[src/rtl/display_pkg.sv]
// Shared display constants and drawer state encoding, used by the controller,
// the clearing logic and the box drawer.
package display_pkg;

  localparam int SCREEN_W    = 240;
  localparam int SCREEN_H    = 180;
  localparam int X_BITS      = 8;
  localparam int Y_BITS      = 8;
  localparam int COLOUR_BITS = 3;

  typedef enum logic [1:0] {
    DRAWER_IDLE = 2'd0,
    DRAWER_DRAW = 2'd1,
    DRAWER_DONE = 2'd2
  } drawer_state_e;

  // Counter width for n positions; a single-position counter still needs one bit.
  function automatic int cnt_bits(input int n);
    return (n > 1) ? $clog2(n) : 1;
  endfunction

endpackage

[src/rtl/box_raster_counter.sv]
// Row-major 2-D offset counter for the box raster. Outputs reflect the offset of
// the pixel being emitted this cycle (zero when clear is asserted).
module box_raster_counter
  import display_pkg::*;
#(
  parameter int BOX_W = 16,
  parameter int BOX_H = 8,
  parameter int XW    = cnt_bits(BOX_W),
  parameter int YW    = cnt_bits(BOX_H)
) (
  input  logic          clock,
  input  logic          reset,
  input  logic          clr,
  input  logic          en,
  output logic [XW-1:0] x_off,
  output logic [YW-1:0] y_off,
  output logic          last
);

  localparam logic [XW-1:0] X_LAST = XW'(BOX_W - 1);
  localparam logic [YW-1:0] Y_LAST = YW'(BOX_H - 1);

  logic [XW-1:0] x_q, x_d;
  logic [YW-1:0] y_q, y_d;

  // Current offset and next-offset stepping with explicit wrap for any box size.
  always_comb begin
    x_off = clr ? '0 : x_q;
    y_off = clr ? '0 : y_q;
    last  = (x_off == X_LAST) && (y_off == Y_LAST);
    x_d   = x_off;
    y_d   = y_off;
    if (en) begin
      if (x_off == X_LAST) begin
        x_d = '0;
        if (y_off == Y_LAST) begin
          y_d = '0;
        end else begin
          y_d = y_off + YW'(1);
        end
      end else begin
        x_d = x_off + XW'(1);
        y_d = y_off;
      end
    end else begin
      x_d = x_off;
      y_d = y_off;
    end
  end

  always_ff @(posedge clock or posedge reset) begin
    if (reset) begin
      x_q <= '0;
      y_q <= '0;
    end else begin
      x_q <= x_d;
      y_q <= y_d;
    end
  end

endmodule

[src/rtl/box_shape_drawer.sv]
// Latches a box origin and colour, then rasterises a filled BOX_W x BOX_H box one
// pixel per clock onto the VGA plot interface, clipping pixels that fall off-screen.
module box_shape_drawer
  import display_pkg::*;
#(
  parameter int SCREEN_W    = display_pkg::SCREEN_W,
  parameter int SCREEN_H    = display_pkg::SCREEN_H,
  parameter int BOX_W       = 16,
  parameter int BOX_H       = 8,
  parameter int X_BITS      = display_pkg::X_BITS,
  parameter int Y_BITS      = display_pkg::Y_BITS,
  parameter int COLOUR_BITS = display_pkg::COLOUR_BITS
) (
  input  logic                   clock,
  input  logic                   reset,
  input  logic                   loadStartAddress,
  input  logic                   startingAddressLoaded,
  input  logic [X_BITS-1:0]      startX,
  input  logic [Y_BITS-1:0]      startY,
  input  logic [COLOUR_BITS-1:0] boxColour,
  output logic [X_BITS-1:0]      vgaX,
  output logic [Y_BITS-1:0]      vgaY,
  output logic [COLOUR_BITS-1:0] vgaColour,
  output logic                   plot,
  output logic                   busy,
  output logic                   shapeDone
);

  localparam int XW = cnt_bits(BOX_W);
  localparam int YW = cnt_bits(BOX_H);

  drawer_state_e          state_q, state_d;
  logic [X_BITS-1:0]      base_x_q, base_x_d;
  logic [Y_BITS-1:0]      base_y_q, base_y_d;
  logic [COLOUR_BITS-1:0] colour_q, colour_d;
  logic [X_BITS-1:0]      vga_x_q, vga_x_d;
  logic [Y_BITS-1:0]      vga_y_q, vga_y_d;
  logic [COLOUR_BITS-1:0] vga_colour_q, vga_colour_d;
  logic                   plot_q, plot_d;
  logic                   busy_q, busy_d;
  logic                   shape_done_q, shape_done_d;

  logic                   start_s, emit_s, last_s;
  logic [XW-1:0]          x_off_s;
  logic [YW-1:0]          y_off_s;
  logic [X_BITS-1:0]      src_x_s;
  logic [Y_BITS-1:0]      src_y_s;
  logic [COLOUR_BITS-1:0] src_colour_s;
  logic [X_BITS:0]        pix_x_s;
  logic [Y_BITS:0]        pix_y_s;

  // The first pixel is emitted on the accepting cycle, so a same-cycle load feeds it directly.
  assign start_s      = (state_q == DRAWER_IDLE) && startingAddressLoaded;
  assign emit_s       = start_s || (state_q == DRAWER_DRAW);
  assign src_x_s      = (start_s && loadStartAddress) ? startX    : base_x_q;
  assign src_y_s      = (start_s && loadStartAddress) ? startY    : base_y_q;
  assign src_colour_s = (start_s && loadStartAddress) ? boxColour : colour_q;
  assign pix_x_s      = {1'b0, src_x_s} + (X_BITS + 1)'(x_off_s);
  assign pix_y_s      = {1'b0, src_y_s} + (Y_BITS + 1)'(y_off_s);

  box_raster_counter #(
    .BOX_W (BOX_W),
    .BOX_H (BOX_H)
  ) u_raster (
    .clock (clock),
    .reset (reset),
    .clr   (start_s),
    .en    (emit_s),
    .x_off (x_off_s),
    .y_off (y_off_s),
    .last  (last_s)
  );

  // Next-state, coordinate latch and next-output computation.
  always_comb begin
    state_d      = state_q;
    base_x_d     = base_x_q;
    base_y_d     = base_y_q;
    colour_d     = colour_q;
    vga_x_d      = vga_x_q;
    vga_y_d      = vga_y_q;
    vga_colour_d = vga_colour_q;
    plot_d       = 1'b0;
    busy_d       = busy_q;
    shape_done_d = 1'b0;
    case (state_q)
      DRAWER_IDLE: begin
        if (loadStartAddress) begin
          base_x_d = startX;
          base_y_d = startY;
          colour_d = boxColour;
        end else begin
          base_x_d = base_x_q;
          base_y_d = base_y_q;
          colour_d = colour_q;
        end
        if (startingAddressLoaded) begin
          busy_d  = 1'b1;
          state_d = last_s ? DRAWER_DONE : DRAWER_DRAW;
        end else begin
          state_d = DRAWER_IDLE;
        end
      end
      DRAWER_DRAW: begin
        state_d = last_s ? DRAWER_DONE : DRAWER_DRAW;
      end
      DRAWER_DONE: begin
        shape_done_d = 1'b1;
        busy_d       = 1'b0;
        state_d      = DRAWER_IDLE;
      end
      default: begin
        busy_d  = 1'b0;
        state_d = DRAWER_IDLE;
      end
    endcase
    if (emit_s) begin
      vga_x_d      = pix_x_s[X_BITS-1:0];
      vga_y_d      = pix_y_s[Y_BITS-1:0];
      vga_colour_d = src_colour_s;
      plot_d       = (pix_x_s < (X_BITS + 1)'(SCREEN_W)) && (pix_y_s < (Y_BITS + 1)'(SCREEN_H));
    end else begin
      plot_d = 1'b0;
    end
  end

  always_ff @(posedge clock or posedge reset) begin
    if (reset) begin
      state_q      <= DRAWER_IDLE;
      base_x_q     <= '0;
      base_y_q     <= '0;
      colour_q     <= '0;
      vga_x_q      <= '0;
      vga_y_q      <= '0;
      vga_colour_q <= '0;
      plot_q       <= 1'b0;
      busy_q       <= 1'b0;
      shape_done_q <= 1'b0;
    end else begin
      state_q      <= state_d;
      base_x_q     <= base_x_d;
      base_y_q     <= base_y_d;
      colour_q     <= colour_d;
      vga_x_q      <= vga_x_d;
      vga_y_q      <= vga_y_d;
      vga_colour_q <= vga_colour_d;
      plot_q       <= plot_d;
      busy_q       <= busy_d;
      shape_done_q <= shape_done_d;
    end
  end

  assign vgaX      = vga_x_q;
  assign vgaY      = vga_y_q;
  assign vgaColour = vga_colour_q;
  assign plot      = plot_q;
  assign busy      = busy_q;
  assign shapeDone = shape_done_q;

endmodule

[config.mk]
export PLATFORM = sky130hd
export DESIGN_NAME = box_shape_drawer
export DESIGN_NICKNAME = d
export VERILOG_FILES = /design/src/rtl/display_pkg.sv /design/src/rtl/box_raster_counter.sv /design/src/rtl/box_shape_drawer.sv
export SDC_FILE = /design/constraint.sdc
export NUM_CORES = 1
export LEC_CHECK = 0
export ABC_CLOCK_PERIOD_IN_PS = 8600
export CELL_PAD_IN_SITES_DETAIL_PLACEMENT = 1
export CELL_PAD_IN_SITES_GLOBAL_PLACEMENT = 2
export CORE_ASPECT_RATIO = 1.2
export CORE_UTILIZATION = 36
export CTS_CLUSTER_DIAMETER = 120
export CTS_CLUSTER_SIZE = 24
export DETAILED_ROUTE_END_ITERATION = 16
export GPL_TIMING_DRIVEN = 1
export HOLD_SLACK_MARGIN = 0.05
export PLACE_DENSITY_LB_ADDON = 0.1
export SETUP_SLACK_MARGIN = 0.05
export SKIP_CTS_REPAIR_TIMING = 1
export SYNTH_ARGS = -nofsm -noshare
export SYNTH_HDL_FRONTEND = slang
export SYNTH_SLANG_ARGS = --single-unit
[constraint.sdc]
create_clock -name clock -period 8.6 [get_ports clock]
set_input_delay 1.72 -clock clock [delete_from_list [all_inputs] [get_ports clock]]
set_output_delay 1.72 -clock clock [all_outputs]
set_load 0.02 [all_outputs]
==> summary.md, run 1 <==
| Metric | Value |
|---|---|
| Outcome | `completed` |
| Register area share after synthesis | `45.4%` |
| Setup_tns | `0 ps` |
| Flop2flop setup slack | `between 5000 and 6000 ps` |
| # fillers | `approximately 830` |
| Finished Cell Area | `3390 um2` |
| Area of the multi-input gates | `1420 um2` |
| Setup crit end kind | `flop` |
| Critical path depth | `13` |
| Initial antenna violation count | `0` |
| MaxCap Viol Count | `0` |
| Setup crit start kind | `primary input` |
| Critical path required time | `slightly below 9000 ps` |
| Worst VDD drop | `between 0.08 and 0.09 mV` |
| Syn Area/Cell | `9.91 um2` |
| Top-area cell type share of the netlist area | `between 40% and 50%` |
| Worst min path class | `reg2reg` |
| Comb pwr share | `40.3%` |
| Synth Instances | `roughly 280` |
| Clock root cell | `clkbuf_8` |
| Initial drt markers | `39` |
| Cells on worst reg2reg path | `12` |
| Total CTS buffers | `5` |
| Clk Latency, worst-skew pair | `310 ps` |
| Initial cell density of the core | `a little under two fifths` |
| Syn-to-layout area delta | `22.9%` |
| Hold path start | `u_raster.y_q[0]` |
| Die span in y | `approximately 98 um` |
| Hold EP | `u_raster.y_q[0]` |
| Largest cells by area after synthesis | `dfrtp_1 45%, mux2_2 8.6%, nand2_1 8.2%, mux2i_1 5.1%, ha_1 4.1%` |
| Area leader, netlist | `dfrtp_1` |
| Internal power | `539 uW` |
| Worst r2r src | `state_q[1]` |
| Mux contribution to synthesized area | `14.2%` |
| Worst-path clk slew | `100 ps` |
| Post-synthesis adder-cell area fraction | `roughly 5.2%` |
| Ant. Diodes | `0` |
| Top-count cell post-synth | `nand2_1` |
| Post-synthesis cell type count | `48` |
| Share of cells above drive strength 1 | `12.5%` |
| Cell repeated most along the worst path | `nand2_1` |
| Synth warnings | `0` |
| Async S/R FF share, synth | `between 90% and 100%` |
| Post-DP HPWL | `4.59 mm` |
| Number of synthesized register bits | `50` |
| Worst path slowest cell | `nand4bb_1` |
| Vias in the first global route | `2,253` |
| Worst slack, placed | `3490 ps` |
| GRT met1 Usage | `24.0%` |
| IO buf count | `44` |
| Via density | `between 5 and 6` |
| DRT Wirelength | `6.55 mm` |
| Tmin final | `4750 ps` |
| Top Usage Layer GRT | `met2` |
| Simple logic cell fraction of the synthesized area | `18.0%` |
| Clock Path Buffers | `2` |
| Post-synth EDFFs | `0` |
| Worst slew pin tran | `1060 ps` |
| Worst slew margin | `between 20% and 30%` |
| Final ANT Viol Nets | `0` |
| RSZ-0062 raised after global routing | `false` |
| Sequential share of power | `39.2%` |
| Die area | `8010 um2` |
| Final Max Tran Viols | `0` |
| Mapped cell area | `around 2800 um2` |
| Final setup viols | `0` |
| Power Dens Cells | `~250 nW/um2` |
| Final clock period utilization by the worst path | `55.2%` |
| Placed Area | `between 3000 and 4000 um2` |
| Crit path buffers/inverters | `2` |
| Peak Freq | `between 0.2 and 0.25 GHz` |
| XOR/XNOR Fraction of Synth Area | `4.13%` |
| First-pass iteration count of the detailed router | `4` |
| Net Sw Frac | `between 30% and 40%` |
| Post-synthesis compound-gate area fraction | `9.67%` |
| Switch Pwr | `308 uW` |
| Family with the most delay on the worst path | `simple AND/OR/NAND/NOR gates` |
| Post-Route Skew | `around 14 ps` |
| Main synth FF type | `dfrtp_1` |
| Slowest Stage Delay on Critical Path | `630 ps` |
| Drt drc | `0` |
| Grt ovf | `0` |
| Worst Setup SP | `startingAddressLoaded` |
| Clock power frac | `20.5%` |
| Reg area | `1250 um2` |
| # IOs | `45` |
| Clk sinks | `50` |
| Hold Vio Cnt, Final | `0` |
| Reg-to-Reg End | `plot` |
| Setup WS post-layout | `between 3000 and 4000 ps` |
| Arr. time, crit path | `between 4000 and 5000 ps` |
| Core Region | `7320 um2` |
| CTS tree | `yes` |
| Met2 Usage GRT | `30.5%` |
| First-pass GRT wire length | `11.2 mm` |
| Via count | `2,114` |
| Routability cong. | `0.718` |
| Main combinational cell family by area after synthesis | `simple AND/OR/NAND/NOR gates` |
| Grt met3 use | `3.08%` |
| WHS Path Cells | `1` |
| WL/cell | `16.0 um` |
| H-tree levels | `2` |
| Nets@finish | `352` |
| CP max FO | `12` |
| Die span in x | `81.9 um` |
| Global Route Usage Sum | `18.5%` |
| Syn_nets | `311` |
| Row Count | `34` |
| CP cell instances | `clkdlybuf4s50_1, nand4bb_1, nand2_1, nand2_1, ha_1, inv_1, fa_1, nand2b_1, nor2b_1, nor4b_1, xor2_1, nor2_1, nor4_2` |
| Largest net degree at the start of global routing | `51` |
| Critical path type | `in2reg` |
| Top cells by count, synth | `60 x nand2_1, 50 x dfrtp_1, 21 x mux2_2` |
| Leakage Power | `about 1.5 nW` |
-- power by group through the flow --
stage	clock, mW	sequential [mW]	combinational [mW]
final	0.173	0.332	0.342
after global routing	0.188	0.343	0.384
after CTS	0.182	0.334	0.348
after detailed placement	0	0.338	0.345
after global placement	0	0.336	0.340
after floorplan	0	0.365	0.186
-- worst register-to-register path, delay by kind of cell, from the launching register on --
family	cells	cell delay [ps]
adder cells (fa/ha/maj)	2	430
AND/OR/NAND/NOR	8	2160
XOR/XNOR	1	180
buffers and inverters	1	70
flip-flops	1	500
-- worst max path at each step --
| stage | end |
|---|---|
| 2_1_floorplan | plot |
| 3_3_place_gp | plot |
| 3_5_place_dp | plot |
| 4_1_cts | plot |
| 5_1_grt | plot |
| 6_report | plot |
-- routing by layer --
layer | wire, um | share of wire [%]
met1 | 3060 | 47
met5 | 0 | 0
met2 | 3220 | 49
met4 | 107 | 1.6
met3 | 162 | 2.5
-- flip-flops by register name, indices dropped and copies added, names as in the netlist --
| signal | flops |
|---|---|
| colour_q | 3 |
| vgaColour | 3 |
| vgaX | 8 |
| base_y_q | 8 |
| state_q | 2 |
| shapeDone | 1 |
| plot | 1 |
| base_x_q | 8 |
| vgaY | 8 |
| u_raster.x_q | 4 |
| busy | 1 |
| u_raster.y_q | 3 |
-- final cells by class --
type	instances	share of cell area (%)
Multi-Input combinational cell	207	41.9
Sequential cell	50	36.9
Timing Repair Buffer	47	13.7
Tap cell	90	3.32
Clock buffer	5	2.03
Clock inverter	3	1.29
Inverter	8	0.887
-- layout by cell type, fill, tap and decap left out, drive strengths merged, types with 8 or more instances in the layout --
master	synthesis	final
ha	9	9
mux2i	15	15
mux2	21	21
nand2	60	60
xor2	10	10
o21ai	23	23
inv	8	9
dfrtp	50	50
nor2	8	8
clkdlybuf4s50	0	44
-- per-stage QoR --
step / std cells / util, % / hold WS, ps / total power, mW
floorplan: 278 / - / 426 / 0.551
finish: 410 / 46.3 / 460 / 0.848
global placement: 402 / 44.8 / 445 / 0.676
CTS: 410 / 46.3 / 464 / 0.864
detailed placement: 402 / 44.8 / 450 / 0.684
global route: 410 / 46.3 / 518 / 0.916
-- cells by family after synthesis --
kind of cell,after synthesis
compound gates,45
xor+xnor,13
fa+ha+maj,11
buf+inv,21
flops,50
mux,36
simple gates,102
No activity file was read; power rests on OpenSTA's default activity.
==> inputs of run 2 (changes only) <==
ABC_CLOCK_PERIOD_IN_PS = 4390   (was 8600)
CORE_UTILIZATION = 33   (was 36)
clock period = 4.39 ns   (was 8.6 ns; I/O delays follow)
==> run 2 against run 1 <==
  * Global-route usage down 1.9 points
  * Non-clock buffer count up 3
  * First-iteration DRC count up 2.6%
  * Sequential share of layout area down 0.31 points
  * Final area up 0.85%
  * Sequential cell count unchanged
  * Count of clock-buffer cells in the layout unchanged
  * Clock power up 96%
  * Critical path depth down 3
  * Highest routed layer unchanged
  * Setup slack worse by 3200 ps
==> summary.md, run 2 (synthesis results as in run 1) <==
| Metric | Value |
|---|---|
| Arr. time, crit path | `3910 ps (-1050 ps)` |
| Placed Area | `3300 um2 (+0.88%)` |
| Final ANT Viol Nets | `0 (unchanged)` |
| # IOs | `45 (unchanged)` |
| Tmin final | `3720 ps` |
| Finished Cell Area | `3420 um2 (+0.85%)` |
| Hold slack | `475 ps (+15.1 ps)` |
| Via density | `5.03 (-2.5%)` |
| WHS Path Cells | `1 (unchanged)` |
| CTS tree | `yes` |
| Critical path type | `in2reg` |
| Syn-to-layout area delta | `24.0%` |
| Clock Path Buffers | `2 (unchanged)` |
| Die span in y | `102 um (+4.4%)` |
| Drt drc | `0 (unchanged)` |
| Worst min path class | `reg2reg` |
| Ant. Diodes | `0 (unchanged)` |
| Initial antenna violation count | `0 (unchanged)` |
| First-pass iteration count of the detailed router | `4 (unchanged)` |
| WL/cell | `15.9 um (-0.19%)` |
| Largest net degree at the start of global routing | `43 (-16%)` |
| Critical path required time | `4580 ps (-4240 ps)` |
| Share of cells above drive strength 1 | `13.3% (+0.81 points)` |
| Post-DP HPWL | `4.90 mm (+6.7%)` |
| Nets@finish | `355 (+0.85%)` |
| Worst-path clk slew | `100 ps (about the same)` |
| CP max FO | `11 (-1)` |
| Crit path buffers/inverters | `1 (-1)` |
| Initial drt markers | `40 (+2.6%)` |
| Hold Vio Cnt, Final | `0 (unchanged)` |
| H-tree levels | `2 (unchanged)` |
| Grt ovf | `0 (unchanged)` |
| Final setup viols | `0 (unchanged)` |
| Tot Pwr | `1.66 mW (+96%)` |
| MaxCap Viol Count | `0 (unchanged)` |
| Setup crit end kind | `flop` |
| Setup_tns | `0 ps (unchanged)` |
| Initial cell density of the core | `34.0% (-3.7 points)` |
| Leakage Power | `1.48 nW (+0.99%)` |
| Worst slew margin | `38.6% (+9.4 points)` |
| IO buf count | `44 (unchanged)` |
| Family with the most delay on the worst path | `simple AND/OR/NAND/NOR gates` |
| Total CTS buffers | `5 (unchanged)` |
| Most used cells in the layout excluding fill and tap cells | `60 x nand2_1, 50 x dfrtp_1, 44 x clkdlybuf4s50_1` |
| Routability cong. | `0.703 (-2.0%)` |
| Worst VDD drop | `0.187 mV (+120%)` |
| Post-Place Cells | `410 (+2.0%)` |
| Final clock period utilization by the worst path | `84.8%` |
| Cells on worst reg2reg path | `9 (-3)` |
| Peak Freq | `0.269 GHz` |
| Clock root cell | `clkbuf_8` |
| Most common cell after layout, fill and taps aside | `nand2_1` |
| Post-Route Skew | `6.95 ps (-6.67 ps)` |
| Worst slew pin tran | `920 ps (-142 ps)` |
| Worst path slowest cell | `clkdlybuf4s50_1` |
| Clk Latency, worst-skew pair | `310 ps (about the same)` |
| # fillers | `919 (+10%)` |
| CP cell instances | `clkdlybuf4s50_1, or3b_1, and2_1, ha_1, or2_2, a311oi_1, a211oi_2, xor2_1, nor4_1, nor4_2` |
| Power Dens Cells | `485 nW/um2 (+94%)` |
| DRT Wirelength | `6.66 mm (+1.8%)` |
| First-pass GRT wire length | `11.3 mm (+0.18%)` |
| Finished Layout Cells | `418 (+2.0%)` |
| Outcome | `completed` |
| Via count | `2,101 (-0.61%)` |
| Setup crit start kind | `primary input` |
| Final Max Tran Viols | `0 (unchanged)` |
| Slowest Stage Delay on Critical Path | `540 ps (-90 ps)` |
| Die span in x | `85.4 um (+4.3%)` |
| Vias in the first global route | `2,215 (-1.7%)` |
| RSZ-0062 raised after global routing | `false` |
| Global Route Usage Sum | `16.6% (-1.9 points)` |
| Row Count | `36 (+5.9%)` |
| Core Region | `8110 um2 (+11%)` |
| Die area | `8720 um2 (+8.9%)` |
| Critical path depth | `10 (-3)` |
| Clk sinks | `50 (unchanged)` |
run 2: changes by cell type in the layout (fill, tap and decap cells not counted), sizes merged:
cell / previous run / this run
buf: 3 / 6
run 2: worst reg2reg max path, cell delays in order (launching register included):
cell and delay (ps):
dfrtp_1 500, or3b_1 560, and2_1 270, ha_1 250, or2_2 290, a311oi_1 370
a211oi_2 150, xor2_1 190, nor4_1 370, nor4_2 80
run 2: layout make-up:
type	instances	area, um2	area share (%)
multi-input cells	207	1420	41.5
flip-flops and latches	50	1250	36.6
repair buffers	50	485	14.2
well taps	95	119	3.48
clock buffers	5	68.8	2.01
clock inverters	3	43.8	1.28
inverters	8	30.0	0.879
run 2: through the flow:
stage / setup WS [ps] / utilization (%)
4_1_cts: 664 / 42.1
3_5_place_dp: 343 / 40.7
5_1_grt: 372 / 42.1
2_1_floorplan: 1060 / -
3_3_place_gp: 481 / 40.7
6_report: 668 / 42.1
run 2: layer usage:
layer | part of all wire, % | vias up | global-route usage (%)
li1 | - | 1037 | -
met1 | 46 | 1019 | 21.2
met2 | 50 | 33 | 28.6
met3 | 2.5 | 12 | 2.91
met4 | 1.8 | 0 | 5.38
met5 | 0 | - | 0
run 2: report_power, final:
group | internal [mW] | switching [mW] | total [mW]
logic | 0.311 | 0.355 | 0.666
clock network | 0.171 | 0.168 | 0.339
registers | 0.575 | 0.0767 | 0.652
run 2: final timing paths:
path,start,end,slack [ps]
max,startingAddressLoaded,plot,670
min reg2reg,u_raster.y_q[0],u_raster.y_q[0],470
min in group asynchronous,reset,base_x_q[0],1090
max in group asynchronous,reset,vgaY[2],2620
min,u_raster.y_q[0],u_raster.y_q[0],470
max reg2reg,state_q[1],plot,1260
==> inputs of run 3 (changes only) <==
ABC_CLOCK_PERIOD_IN_PS = 3100   (was 4390)
CORE_UTILIZATION = 30   (was 33)
clock period = 3.1 ns   (was 4.39 ns; I/O delays follow)
==> run 3 against run 2 <==
  * Hold slack improved by 7.0 ps
  * Via count increased by 9.7%
  * Combinational power increased by 77%
  * Die area increased by 9.8%
  * Sequential cell count unchanged
  * Critical endpoint unchanged
  * Final cell count increased by 14%
  * Global-route usage about the same
  * Power increased by 53%
  * Final area increased by 12%
  * First-iteration DRC count increased by 85%
==> summary.md, run 3 (synthesis results as in run 1) <==
| Metric | Value |
|---|---|
| Outcome | `completed` |
| Final ANT Viol Nets | `0 (unchanged)` |
| Worst-path clk slew | `100 ps (about the same)` |
| # fillers | `978 (+6.4%)` |
| Final clock period utilization by the worst path | `89.1%` |
| Via count | `2,304 (+9.7%)` |
| Clock Path Buffers | `2 (unchanged)` |
| MaxCap Viol Count | `0 (unchanged)` |
| Peak Freq | `0.362 GHz` |
| # IOs | `45 (unchanged)` |
| Cells on worst reg2reg path | `10 (+1)` |
| Worst path slowest cell | `dfrtp_1` |
| Power Dens Cells | `663 nW/um2 (+37%)` |
| Hold Vio Cnt, Final | `0 (unchanged)` |
| DRT Wirelength | `7.30 mm (+9.5%)` |
| Die area | `9570 um2 (+9.8%)` |
| Initial drt markers | `74 (+85%)` |
| Setup crit start kind | `flop` |
| Leakage Power | `1.70 nW (+15%)` |
| WHS Path Cells | `2 (+1)` |
| Cell repeated most along the worst path | `nor4_2` |
| Critical path required time | `3300 ps (-1280 ps)` |
| Share of cells above drive strength 1 | `26.3% (+13 points)` |
| Vias in the first global route | `2,366 (+6.8%)` |
| Routability cong. | `0.711 (+1.1%)` |
| Grt ovf | `0 (unchanged)` |
| Die span in y | `107 um (+4.8%)` |
| Final setup viols | `0 (unchanged)` |
| Hold EP | `vgaX[1]` |
| Worst slew margin | `74.4% (+36 points)` |
| Worst VDD drop | `0.224 mV (+20%)` |
| WL/cell | `15.3 um (-4.2%)` |
| Hold path start | `vgaX[1]` |
| Tot Pwr | `2.53 mW (+53%)` |
| CP cell instances | `or3b_4, buf_4, and2_1, ha_2, and3b_1, a311oi_2, a211oi_2, xor2_1, nor4_2, nor4_2` |
| Drt drc | `0 (unchanged)` |
| Clk Latency, worst-skew pair | `320 ps (about the same)` |
| CTS tree | `yes` |
| Reg-to-Reg End | `plot` |
| Largest net degree at the start of global routing | `21 (-51%)` |
| Worst min path class | `reg2reg` |
| CP max FO | `11 (unchanged)` |
| Hold slack | `482 ps (+7.04 ps)` |
| Arr. time, crit path | `2960 ps (-950 ps)` |
| Post-Route Skew | `6.29 ps (-0.660 ps)` |
| Core Region | `8750 um2 (+7.9%)` |
| First-pass iteration count of the detailed router | `4 (unchanged)` |
| Most common cell after layout, fill and taps aside | `nand2_1` |
| Slowest Stage Delay on Critical Path | `490 ps (-50 ps)` |
| Ant. Diodes | `0 (unchanged)` |
| Initial antenna violation count | `0 (unchanged)` |
| Most used cells in the layout excluding fill and tap cells | `60 x nand2_1, 50 x dfrtp_1, 42 x clkdlybuf4s50_1, 42 x buf_4, 21 x mux2_2` |
| RSZ-0062 raised after global routing | `false` |
| Total CTS buffers | `5 (unchanged)` |
| Clk sinks | `50 (unchanged)` |
| Die span in x | `89.5 um (+4.8%)` |
| First-pass GRT wire length | `11.8 mm (+4.7%)` |
| Via density | `4.82 (-4.1%)` |
| Nets@finish | `393 (+11%)` |
| Syn-to-layout area delta | `38.4%` |
| Worst slew pin tran | `373 ps (-547 ps)` |
| Critical path type | `reg2reg` |
| Global Route Usage Sum | `16.6% (+0.018 points)` |
| IO buf count | `44 (unchanged)` |
| Post-DP HPWL | `5.59 mm (+14%)` |
| Initial cell density of the core | `31.5% (-2.5 points)` |
| Flop2flop setup slack | `340 ps (-920 ps)` |
| Crit path buffers/inverters | `1 (unchanged)` |
| Worst r2r src | `state_q[1]` |
| Setup crit end kind | `flop` |
| Final Max Tran Viols | `0 (unchanged)` |
| H-tree levels | `2 (unchanged)` |
| Family with the most delay on the worst path | `simple AND/OR/NAND/NOR gates` |
| Tmin final | `2760 ps` |
| Row Count | `37 (+2.8%)` |
| Clock root cell | `clkbuf_8` |
[run 3: cell types whose count changed in the layout (fill, tap and decap cells not counted), moves of 2 or more]
cell / change
buf_4: +36
a21oi_1: -2
buf_6: +2
clkdlybuf4s50_1: -2
dlymetal6s2s_1: +2
[run 3: worst max-delay path by stage]
stage / startpoint / endpoint / slack (ps) / depth (start not counted)
after floorplan: loadStartAddress / plot / 130 / 15
after global placement: startingAddressLoaded / plot / -390 / 12
after detailed placement: startingAddressLoaded / plot / -470 / 11
after CTS: startingAddressLoaded / plot / -170 / 13
after global routing: state_q[1] / plot / 170 / 10
final: state_q[1] / plot / 340 / 10
[run 3: per-layer routing]
metal / global-route usage (%) / up-vias / share of wire, % / routed length [um]
li1: - / 1110 / - / -
met1: 20.6 / 1140 / 45 / 3320
met2: 27.3 / 41 / 48 / 3540
met3: 3.31 / 13 / 2.9 / 209
met4: 7.82 / 0 / 3.2 / 232
met5: 0 / - / 0 / 0
[run 3: worst min-delay path: stages (launching register included)]
cell and delay (ps):
dfrtp_1 350, nand2_1 50, nand2_1 50
[run 3: final cells by class]
| cell class | count | area [um2] | share of cell area, % |
|---|---|---|---|
| clock inverter | 2 | 12.5 | 0.328 |
| inverter | 8 | 30.0 | 0.788 |
| clock buffer | 6 | 82.6 | 2.17 |
| tap | 117 | 146 | 3.84 |
| sequential | 50 | 1250 | 32.8 |
| timing repair buffer | 88 | 783 | 20.5 |
| multi-input combinational | 207 | 1510 | 39.5 |
[run 3: per-stage QoR]
step / worst slack, ps / setup TNS, ps / area, um2 / std cells / util (%)
2_1_floorplan: 135 / 0 / 2760 / 278 / -
3_3_place_gp: -391 / -2230 / 3610 / 469 / 41.2
3_5_place_dp: -468 / -2870 / 3610 / 469 / 41.2
4_1_cts: -168 / -240 / 3700 / 477 / 42.3
5_1_grt: 167 / 0 / 3810 / 478 / 43.6
6_report: 338 / 0 / 3810 / 478 / 43.6
[run 3: report_power, final]
part,internal [mW],switching [mW]
Sequential,0.815,0.117
Combinational,0.613,0.570
Clock,0.180,0.235
Total,1.61,0.922
